### src/rtl/dma_pkg.sv
// Shared types and constants for the DMA channel priority logic.
//   NUM_CH       : number of DMA channels (4)
//   ch_idx_t     : encoded channel index
//   prio_order_t : priority list, entry 0 is the highest-priority channel
package dma_pkg;

    localparam int unsigned NUM_CH = 4;
    localparam int unsigned CH_W   = 2;

    typedef logic [CH_W-1:0]      ch_idx_t;
    typedef ch_idx_t [NUM_CH-1:0] prio_order_t;

    // Entry 0 (LSBs) holds channel 0, i.e. order 0,1,2,3 from highest to lowest.
    localparam prio_order_t RESET_ORDER = {CH_W'(3), CH_W'(2), CH_W'(1), CH_W'(0)};

    // One-hot decode of a channel index.
    function automatic logic [NUM_CH-1:0] ch_onehot(input ch_idx_t ch);
        return NUM_CH'(1) << ch;
    endfunction

    // Order after granting ch: ch becomes lowest, ch+1 (mod 4) becomes highest.
    function automatic prio_order_t rotate_after(input ch_idx_t ch);
        prio_order_t o;
        for (int k = 0; k < NUM_CH; k++) begin
            o[k] = ch + CH_W'(k + 1);
        end
        return o;
    endfunction

endpackage

### src/rtl/dma_priority_arbiter.sv
// Combinational priority pick: first channel in the order list with a request.
//   ereq    : effective per-channel requests
//   order   : priority list, entry 0 highest
//   win_c   : winning channel index (0 when nothing requests)
//   valid_c : at least one channel requests
module dma_priority_arbiter
    import dma_pkg::*;
(
    input  logic [NUM_CH-1:0] ereq,
    input  prio_order_t       order,
    output ch_idx_t           win_c,
    output logic              valid_c
);

    // Scan lowest priority first so the highest-priority hit is assigned last.
    always_comb begin
        win_c   = '0;
        valid_c = 1'b0;
        for (int k = NUM_CH - 1; k >= 0; k--) begin
            if (ereq[order[k]]) begin
                win_c   = order[k];
                valid_c = 1'b1;
            end
        end
    end

endmodule

### src/rtl/dma_priority_logic.sv
// Channel arbitration for the 4-channel 8237A-style DMA controller.
// Senses/masks DREQ, merges software requests, latches a winner on PriorityGen
// and drives DACK once HLDA and ldAck grant the bus.
//   CLOCK, RESET        : clock, async active-low reset
//   DREQ, DREQ_Sense    : request pins and their active level
//   HLDA, ldAck         : bus granted by CPU / timing-control DACK strobe
//   DACK_Sense          : DACK active level
//   RotatingPriority    : 1 = rotating, 0 = fixed priority
//   MaskedReg           : per-channel hardware request mask
//   RequestReg          : software requests (unmasked)
//   PriorityGen         : arbitration strobe
//   DACK                : acknowledge pins
//   ChSel, ChValid      : latched winner and its valid flag
//   ReqStatus           : sensed, unmasked requests (combinational)
module dma_priority_logic
    import dma_pkg::*;
(
    input  logic              CLOCK,
    input  logic              RESET,
    input  logic [NUM_CH-1:0] DREQ,
    input  logic              HLDA,
    input  logic              DREQ_Sense,
    input  logic              DACK_Sense,
    input  logic              RotatingPriority,
    input  logic [NUM_CH-1:0] MaskedReg,
    input  logic [NUM_CH-1:0] RequestReg,
    input  logic              PriorityGen,
    input  logic              ldAck,
    output logic [NUM_CH-1:0] DACK,
    output ch_idx_t           ChSel,
    output logic              ChValid,
    output logic [NUM_CH-1:0] ReqStatus
);

    logic [NUM_CH-1:0] sreq;
    logic [NUM_CH-1:0] ereq;
    logic [NUM_CH-1:0] dack_q;
    prio_order_t       order_q;
    prio_order_t       act_order;
    ch_idx_t           win;
    logic              win_valid;
    logic              bus_granted;
    logic              first_grant;

    assign sreq      = DREQ_Sense ? DREQ : ~DREQ;
    assign ReqStatus = sreq & ~MaskedReg;
    assign ereq      = ReqStatus | RequestReg;

    // Fixed mode bypasses the stored order so a mode switch takes effect at once.
    assign act_order = RotatingPriority ? order_q : RESET_ORDER;

    assign bus_granted = HLDA & ldAck;
    assign first_grant = bus_granted & ChValid & (dack_q == '0);

    dma_priority_arbiter u_arbiter (
        .ereq    (ereq),
        .order   (act_order),
        .win_c   (win),
        .valid_c (win_valid)
    );

    // Winner latch: updated only on the arbitration strobe.
    always_ff @(posedge CLOCK or negedge RESET) begin
        if (!RESET) begin
            ChSel   <= '0;
            ChValid <= 1'b0;
        end else if (PriorityGen) begin
            ChValid <= win_valid;
            if (win_valid) begin
                ChSel <= win;
            end
        end
    end

    // DACK register: loads while the bus is granted, clears as soon as it is not.
    always_ff @(posedge CLOCK or negedge RESET) begin
        if (!RESET) begin
            dack_q <= '0;
        end else if (!bus_granted) begin
            dack_q <= '0;
        end else if (ChValid) begin
            dack_q <= ch_onehot(ChSel);
        end
    end

    // Priority order: rotates on the first edge of a grant, reset in fixed mode.
    always_ff @(posedge CLOCK or negedge RESET) begin
        if (!RESET) begin
            order_q <= RESET_ORDER;
        end else if (!RotatingPriority) begin
            order_q <= RESET_ORDER;
        end else if (first_grant) begin
            order_q <= rotate_after(ChSel);
        end
    end

    assign DACK = DACK_Sense ? dack_q : ~dack_q;

endmodule

### config.mk
export PLATFORM = sky130hd
export DESIGN_NAME = dma_priority_logic
export DESIGN_NICKNAME = d
export VERILOG_FILES = /design/src/rtl/dma_pkg.sv /design/src/rtl/dma_priority_arbiter.sv /design/src/rtl/dma_priority_logic.sv
export SDC_FILE = /design/constraint.sdc
export NUM_CORES = 1
export LEC_CHECK = 0
export ABC_AREA = 1
export CORE_UTILIZATION = 46
export DETAILED_ROUTE_END_ITERATION = 8
export PLACE_DENSITY_LB_ADDON = 0.08
export SETUP_SLACK_MARGIN = 0.2
export SYNTH_ARGS = -nofsm -noshare
export SYNTH_HDL_FRONTEND = slang
export SYNTH_HIERARCHICAL = 1
export SYNTH_SLANG_ARGS = --single-unit
### constraint.sdc
create_clock -name CLOCK -period 1.95 [get_ports CLOCK]
set_clock_uncertainty 0.05 [all_clocks]
set_input_delay 0.4875 -clock CLOCK [delete_from_list [all_inputs] [get_ports CLOCK]]
set_output_delay 0.4875 -clock CLOCK [all_outputs]
set_load 0.01 [all_outputs]
# Word-level counts from Yosys, hierarchy flattened
# Index checks and enable logic that the tools add are counted.
dict set report totals {
  register_bits 15
  word_cells 50
  latch_bits 0
  inputBits 20
  out_inout_bits 11
  ramBits 0
  n_memories 0
  rom_bits 0
}
dict set report op_classes {
  n_lt_le_gt_ge 4
  add_sub_neg 3
  div_mod_pow 0
  reduce_logical 2
  n_shift 1
  muxes 23
  bitwise_logic 8
  mul 0
  n_eq_ne 2
}
# operator count
set ops {}
lappend ops {{2-to-1 mux 8 bit} 3}
lappend ops {{2-to-1 mux 4 bit} 4}
lappend ops {{< comparator 2 x 3 -> 1 bit, second input constant} 4}
lappend ops {{inverter 4 bit} 3}
lappend ops {{binary-select mux 1 bit (select 2 bit)} 4}
lappend ops {{2-to-1 mux 1 bit} 8}
lappend ops {{2-to-1 mux 2 bit} 4}
lappend ops {{adder 2 bit, second input constant} 2}
lappend ops {{bitwise AND 4 bit} 1}
lappend ops {{logical NOT 4 bit} 1}
lappend ops {{OR 4 bit} 1}
lappend ops {{<< shifter 1 x 2 -> 4 bit, first input constant} 1}
lappend ops {{bitwise AND 1 bit} 3}
lappend ops {{adder 2 x 1 -> 2 bit, second input constant} 1}
lappend ops {{!= test 2 x 1 -> 1 bit, second input constant} 1}
lappend ops {{!= test 2 bit, second input constant} 1}
lappend ops {{AND reduction 2 bit} 1}

# Depth between registers and ports, before layout
dict set report depth {
  word_depth 11
  mapped_depth 14
  depth_no_buf 14
}

# Modules after synthesis
# The synthesis kept the hierarchy.
# module n_inst area_per_inst_um2 seq_area_each_um2 cells_each
set modules_own_cells {}
lappend modules_own_cells {dma_priority_logic 1 769.5 329.1 96}
lappend modules_own_cells {dma_priority_arbiter 1 230.2 0.0 55}

# Worst setup path before layout
# Ideal clock, no wire load.
dict set report synth_path {
  kind {input-to-reg}
  start {input DREQ_Sense}
  end {register ChSel[0]}
  arrival_ps 1610
  t_required_ps 1774
  setup_ps 126
  path_stages 12
  n_path_buf 0
  path_slack_ps 164
  cell_sequence {xor2_1 nor2_1 or2_1 inv_1 a21oi_1 o21ai_0 nand2_1 inv_1 nand3_1 nand2_1 nor2_1 a21oi_1}
}
dict set report synth_between {
  elab_chain_cells 10
  elab_cells_between_ends 20
  cone_classes {mux (17); bitwise (2); reduce/logical (1)}
}
# element line
set synth_rtl {}
lappend synth_rtl {{start, declared} dma_priority_logic.sv:22} ;# input logic DREQ_Sense,
lappend synth_rtl {{2-to-1 mux 4 bit *} dma_priority_logic.sv:45} ;# assign sreq = DREQ_Sense ? DREQ : ~DREQ;
lappend synth_rtl {{bitwise AND 4 bit *} dma_priority_logic.sv:46} ;# assign ReqStatus = sreq & ~MaskedReg;
lappend synth_rtl {{net ReqStatus[3]} dma_priority_logic.sv:32} ;# output logic [NUM_CH-1:0] ReqStatus
lappend synth_rtl {{OR 4 bit *} dma_priority_logic.sv:47} ;# assign ereq = ReqStatus | RequestReg;
lappend synth_rtl {{net ereq[3]} dma_priority_logic.sv:36} ;# logic [NUM_CH-1:0] ereq;
lappend synth_rtl {{binary-select mux 1 bit (select 2 bit)} dma_priority_arbiter.sv:20} ;# if (ereq[order[k]]) begin
lappend synth_rtl {{2-to-1 mux 1 bit (not written as such)} dma_priority_arbiter.sv:20}
lappend synth_rtl {{2-to-1 mux 1 bit (3 in a row)} dma_priority_arbiter.sv:20}
lappend synth_rtl {{2-to-1 mux 1 bit *} dma_priority_arbiter.sv:20}
lappend synth_rtl {{net win_valid} dma_priority_logic.sv:41} ;# logic win_valid;
lappend synth_rtl {{AND reduction 2 bit (no line) *} --}
lappend synth_rtl {{end signal, assigned} dma_priority_logic.sv:70} ;# ChSel <= win;
lappend synth_rtl {{end, declared} dma_priority_logic.sv:30} ;# output ch_idx_t ChSel,
# The timed path passes the listed nets; every way through them passes the cells marked *. The select of a mux whose other input is x is not followed.
# A chain may end at the register's enable or synchronous reset.

# Worst setup path after layout
dict set report layout_path {
  start {input DREQ_Sense}
  end {register ChSel[1]}
}
dict set report layout_between {
  elab_cells_between_ends 20
  cone_classes {mux (17); bitwise (2); reduce/logical (1)}
}
# element line
set layout_lines {}
lappend layout_lines {{2-to-1 mux 4 bit *} dma_priority_logic.sv:45}
lappend layout_lines {{bitwise AND 4 bit *} dma_priority_logic.sv:46}
lappend layout_lines {{OR 4 bit *} dma_priority_logic.sv:47}
lappend layout_lines {{net ereq[2]} dma_priority_logic.sv:36}
lappend layout_lines {{binary-select mux 1 bit (select 2 bit)} dma_priority_arbiter.sv:20}
lappend layout_lines {{2-to-1 mux 1 bit (not written as such)} dma_priority_arbiter.sv:20}
lappend layout_lines {{2-to-1 mux 2 bit (3 in a row)} dma_priority_arbiter.sv:20}
lappend layout_lines {{2-to-1 mux 2 bit *} dma_priority_arbiter.sv:20}
lappend layout_lines {{net win[1]} dma_priority_logic.sv:40} ;# ch_idx_t win;
# Marked as above.

==> run metrics <==
Critical-path top delay cell or2_4; final setup fails 0; Area growth syn-to-layout 56.9%; sequential share of the synthesized area 0.329; share of layout cells above drive strength 1 0.367; WHS 443 ps; Synth Area in Compound Gates 0.0751; RSZ-0062 raised after global routing yes; Comb pwr share 0.432; Mapped Area 1000 µm²; Post-Synth Simple-Gate Area 0.373; Initial Utilization 0.499; largest cells by area after synthesis dfrtp_1 25%, nand2_1 17%, inv_1 9.4%; design area 1570 µm²; Num CTS Buffers 3; Root Driver clkbuf_4; placed inst area 1410 µm²; fin crit period 1910 ps; Rows 16; vias in the first global route 1064; largest net degree at the start of global routing 14; Chip Height 48.6 µm; critical path data required time 2060 ps; CP endpoint kind flip-flop; leakage 0.829 nW; main combinational cell family by area after synthesis simple AND/OR/NAND/NOR gates; CTS clk-pin slew, worst paths 80 ps; crit path cell chain buf_6 -> buf_8 -> xor2_2 -> nor2_2 -> or2_4 -> nor2_4 -> nor2_2 -> buf_4 -> nand3_1 -> nand2_1 -> nand2_1 -> nand2_1 -> nand2_1 -> nand2_1 -> nor2_1 -> a21oi_2; most frequent cell on the critical path nand2_1; Tightest Hold Check Type reg -> reg; Post-Place Cells 214; Adder-Cell Fraction of Synth Area 0.0501; Routed Antenna Nets 0; #FFs+latches synth 13; Max VDD drop 0.559 mV; Max Fclk 0.523 GHz; global-route wire length before repair 4.85 mm; pwr/cell area 537 nW/µm²; number of cells in the finished layout apart from fillers 226; H-tree Lvls 1; Die Area 2360 µm²; CTS Buffer Depth 2; hold_sp order_q[7]$_DFFE_PN1P_; worst slack at placement -595 ps; flop-to-flop setup slack 190 ps; WS Path Type in -> reg; wire per inst 13.3 µm; Net Switching 0.000303 W; WL final 3.00 mm; Sequential Area 329 µm²; Syn Area/Cell 6.62 µm²; worst path bufs/invs 3; I/O pin cnt 31; switching share of power 0.360; hold endpoint order_q[7]$_DFFE_PN1P_; core region area 2000 µm²; RR Startpoint order_q[2]$_DFFE_PN1P_; crit path DAT 2020 ps; Worst Tran Pin Value 601 ps; crit-path leading delay family simple AND/OR/NAND/NOR gates; cells after synthesis 151; Synth Area in XOR/XNOR 0.0701; Critical R2R Capture ChSel[1]$_DFFE_PN0P_; vias 1159; Synth area leader dfrtp_1; Final period util 0.980; synth warn 6; routed vias/inst 5.13; Worst path max stage delay 260 ps; setup slack after layout 39.7 ps; Slew Viols, Final 0; Iter 0 DRT Violations 46; Final Core Density 0.784; Pre-antenna DRT Iters 5; Hold Path Depth 2; clock power share 0.197; # DRC 0; sequential share of power 0.371; total track usage 0.260; synthesized net count 175; layout net count 224; mux cell area share after synthesis 0; IO Port Bufs 30; GPL Wtd Cong 0.883; cell internal pwr 0.000539 W; endpoints failing hold 0; global route overflow 0; Synth cell types 20; TritonCTS clock tree yes; DIE WIDTH 48.6 µm; clock sinks 13; Slew HR 0.598; max-cap violations 0; area of the multi-input gates 686 µm²; outcome completed; initial antenna violation count 0; Startpoint Class primary input; worst r2r path cells 12; Synth top area share 0.250; DP Wirelength 1.94 mm; diodes inserted 0; crit path max fanout 4; Worst-Skew Late Latency 270 ps; # fillers 155
routing by layer:
layer  part of all wire  routed length, µm  track usage  up-vias
met5                  0                  0            0        -
met3              0.064                192       0.0346       14
met2               0.49               1460        0.440       56
met1               0.44               1310        0.360      528
li1                   -                  -            -      561
met4              0.013                 40       0.0392        0
worst min-delay path: cells and delay by family, from the launching register on:
family / cells / cell delay [ps]
and+or+nand+nor: 2 / 110
DFF: 1 / 380
registers in the layout, indices dropped and copies added (netlist names):
signal   flops
dack_q       4
ChSel        2
ChValid      1
order_q      6
repair_timing:
| item | CTS | global route |
|---|---|---|
| hold buffers | 0 | 0 |
| setup buffers | 6 | 2 |
| pin swaps | 31 | 15 |
| gates resized for setup | 68 | 19 |
| endpoints found under the setup margin | 13 | 13 |
cells in the mapped netlist:
cell type  count
o21bai_1       1
inv_1         25
dfrtp_1       10
buf_2          1
nand3_1       18
clkbuf_1       1
nand2_1       45
ha_1           4
o21ai_0        6
xor2_1         4
dfstp_2        3
or2_2          3
nor2_4         1
or2_1          4
xnor2_1        4
o211ai_1       1
nor2_1        12
nor2_2         1
nand3b_1       1
a21oi_1        6
worst max-delay path by stage:
stage,end,cells past startpoint,slack (ps),start
floorplan,ChSel[0]$_DFFE_PN0P_,10,200,DREQ_Sense
global placement,ChSel[1]$_DFFE_PN0P_,12,-570,DREQ_Sense
detailed placement,ChSel[1]$_DFFE_PN0P_,12,-590,DREQ_Sense
CTS,ChSel[1]$_DFFE_PN0P_,14,140,DREQ_Sense
global route,ChSel[1]$_DFFE_PN0P_,16,-20,DREQ_Sense
finish,ChSel[1]$_DFFE_PN0P_,16,40,DREQ_Sense
through the flow:
stage / power, W / setup TNS, ps
after floorplan: 0.000481 / 0
after global placement: 0.000615 / -4760
after detailed placement: 0.000620 / -4930
after CTS: 0.000820 / 0
after global routing: 0.000895 / -17.4
final: 0.000842 / 0
placed cells by master (no fill, tap or decap), types with 2 or more instances in the layout:
| master | Yosys | routed |
|---|---|---|
| dfrtp_1 | 10 | 10 |
| or2_1 | 4 | 3 |
| buf_6 | 0 | 3 |
| nand3_2 | 0 | 4 |
| xnor2_1 | 4 | 4 |
| inv_1 | 25 | 17 |
| nor2_4 | 1 | 2 |
| buf_4 | 0 | 15 |
| nand2_2 | 0 | 9 |
| nor2_2 | 1 | 5 |
| inv_2 | 0 | 8 |
| clkbuf_4 | 0 | 3 |
| dlymetal6s2s_1 | 0 | 3 |
| or2_4 | 0 | 2 |
| or2_2 | 3 | 2 |
| nand2_1 | 45 | 35 |
| buf_2 | 1 | 3 |
| clkdlybuf4s50_1 | 0 | 8 |
| xor2_2 | 0 | 3 |
| nor2_1 | 12 | 7 |
| dfstp_2 | 3 | 3 |
| clkdlybuf4s15_1 | 0 | 3 |
| o21ai_0 | 6 | 5 |
| a21oi_2 | 0 | 5 |
| dlygate4sd2_1 | 0 | 7 |
| ha_1 | 4 | 4 |
| nand3_1 | 18 | 14 |
| clkbuf_2 | 0 | 3 |
cell families (layout without fill, tap and decap cells):
family          count (synthesis)  in the layout
compound gates                 14             14
xor+xnor                        8              8
fa+ha+maj                       4              4
buf+inv                        27             75
flops                          13             13
simple gates                   85             85
layout make-up:
class                      instances  share of cell area
clock buffer                       4              0.0167
multi-input combinational        111               0.437
timing repair buffer              46               0.255
inverter                          25              0.0598
sequential                        13               0.210
tap                               27              0.0215
power groups by stage:
stage | Clock (W) | Combinational, W | Sequential, W
floorplan | 0 | 0.000160 | 0.000321
global placement | 0 | 0.000294 | 0.000321
detailed placement | 0 | 0.000298 | 0.000322
CTS | 0.000170 | 0.000337 | 0.000313
global route | 0.000183 | 0.000397 | 0.000314
finish | 0.000166 | 0.000364 | 0.000312
Note: power is estimated with default switching activity, not from simulation.
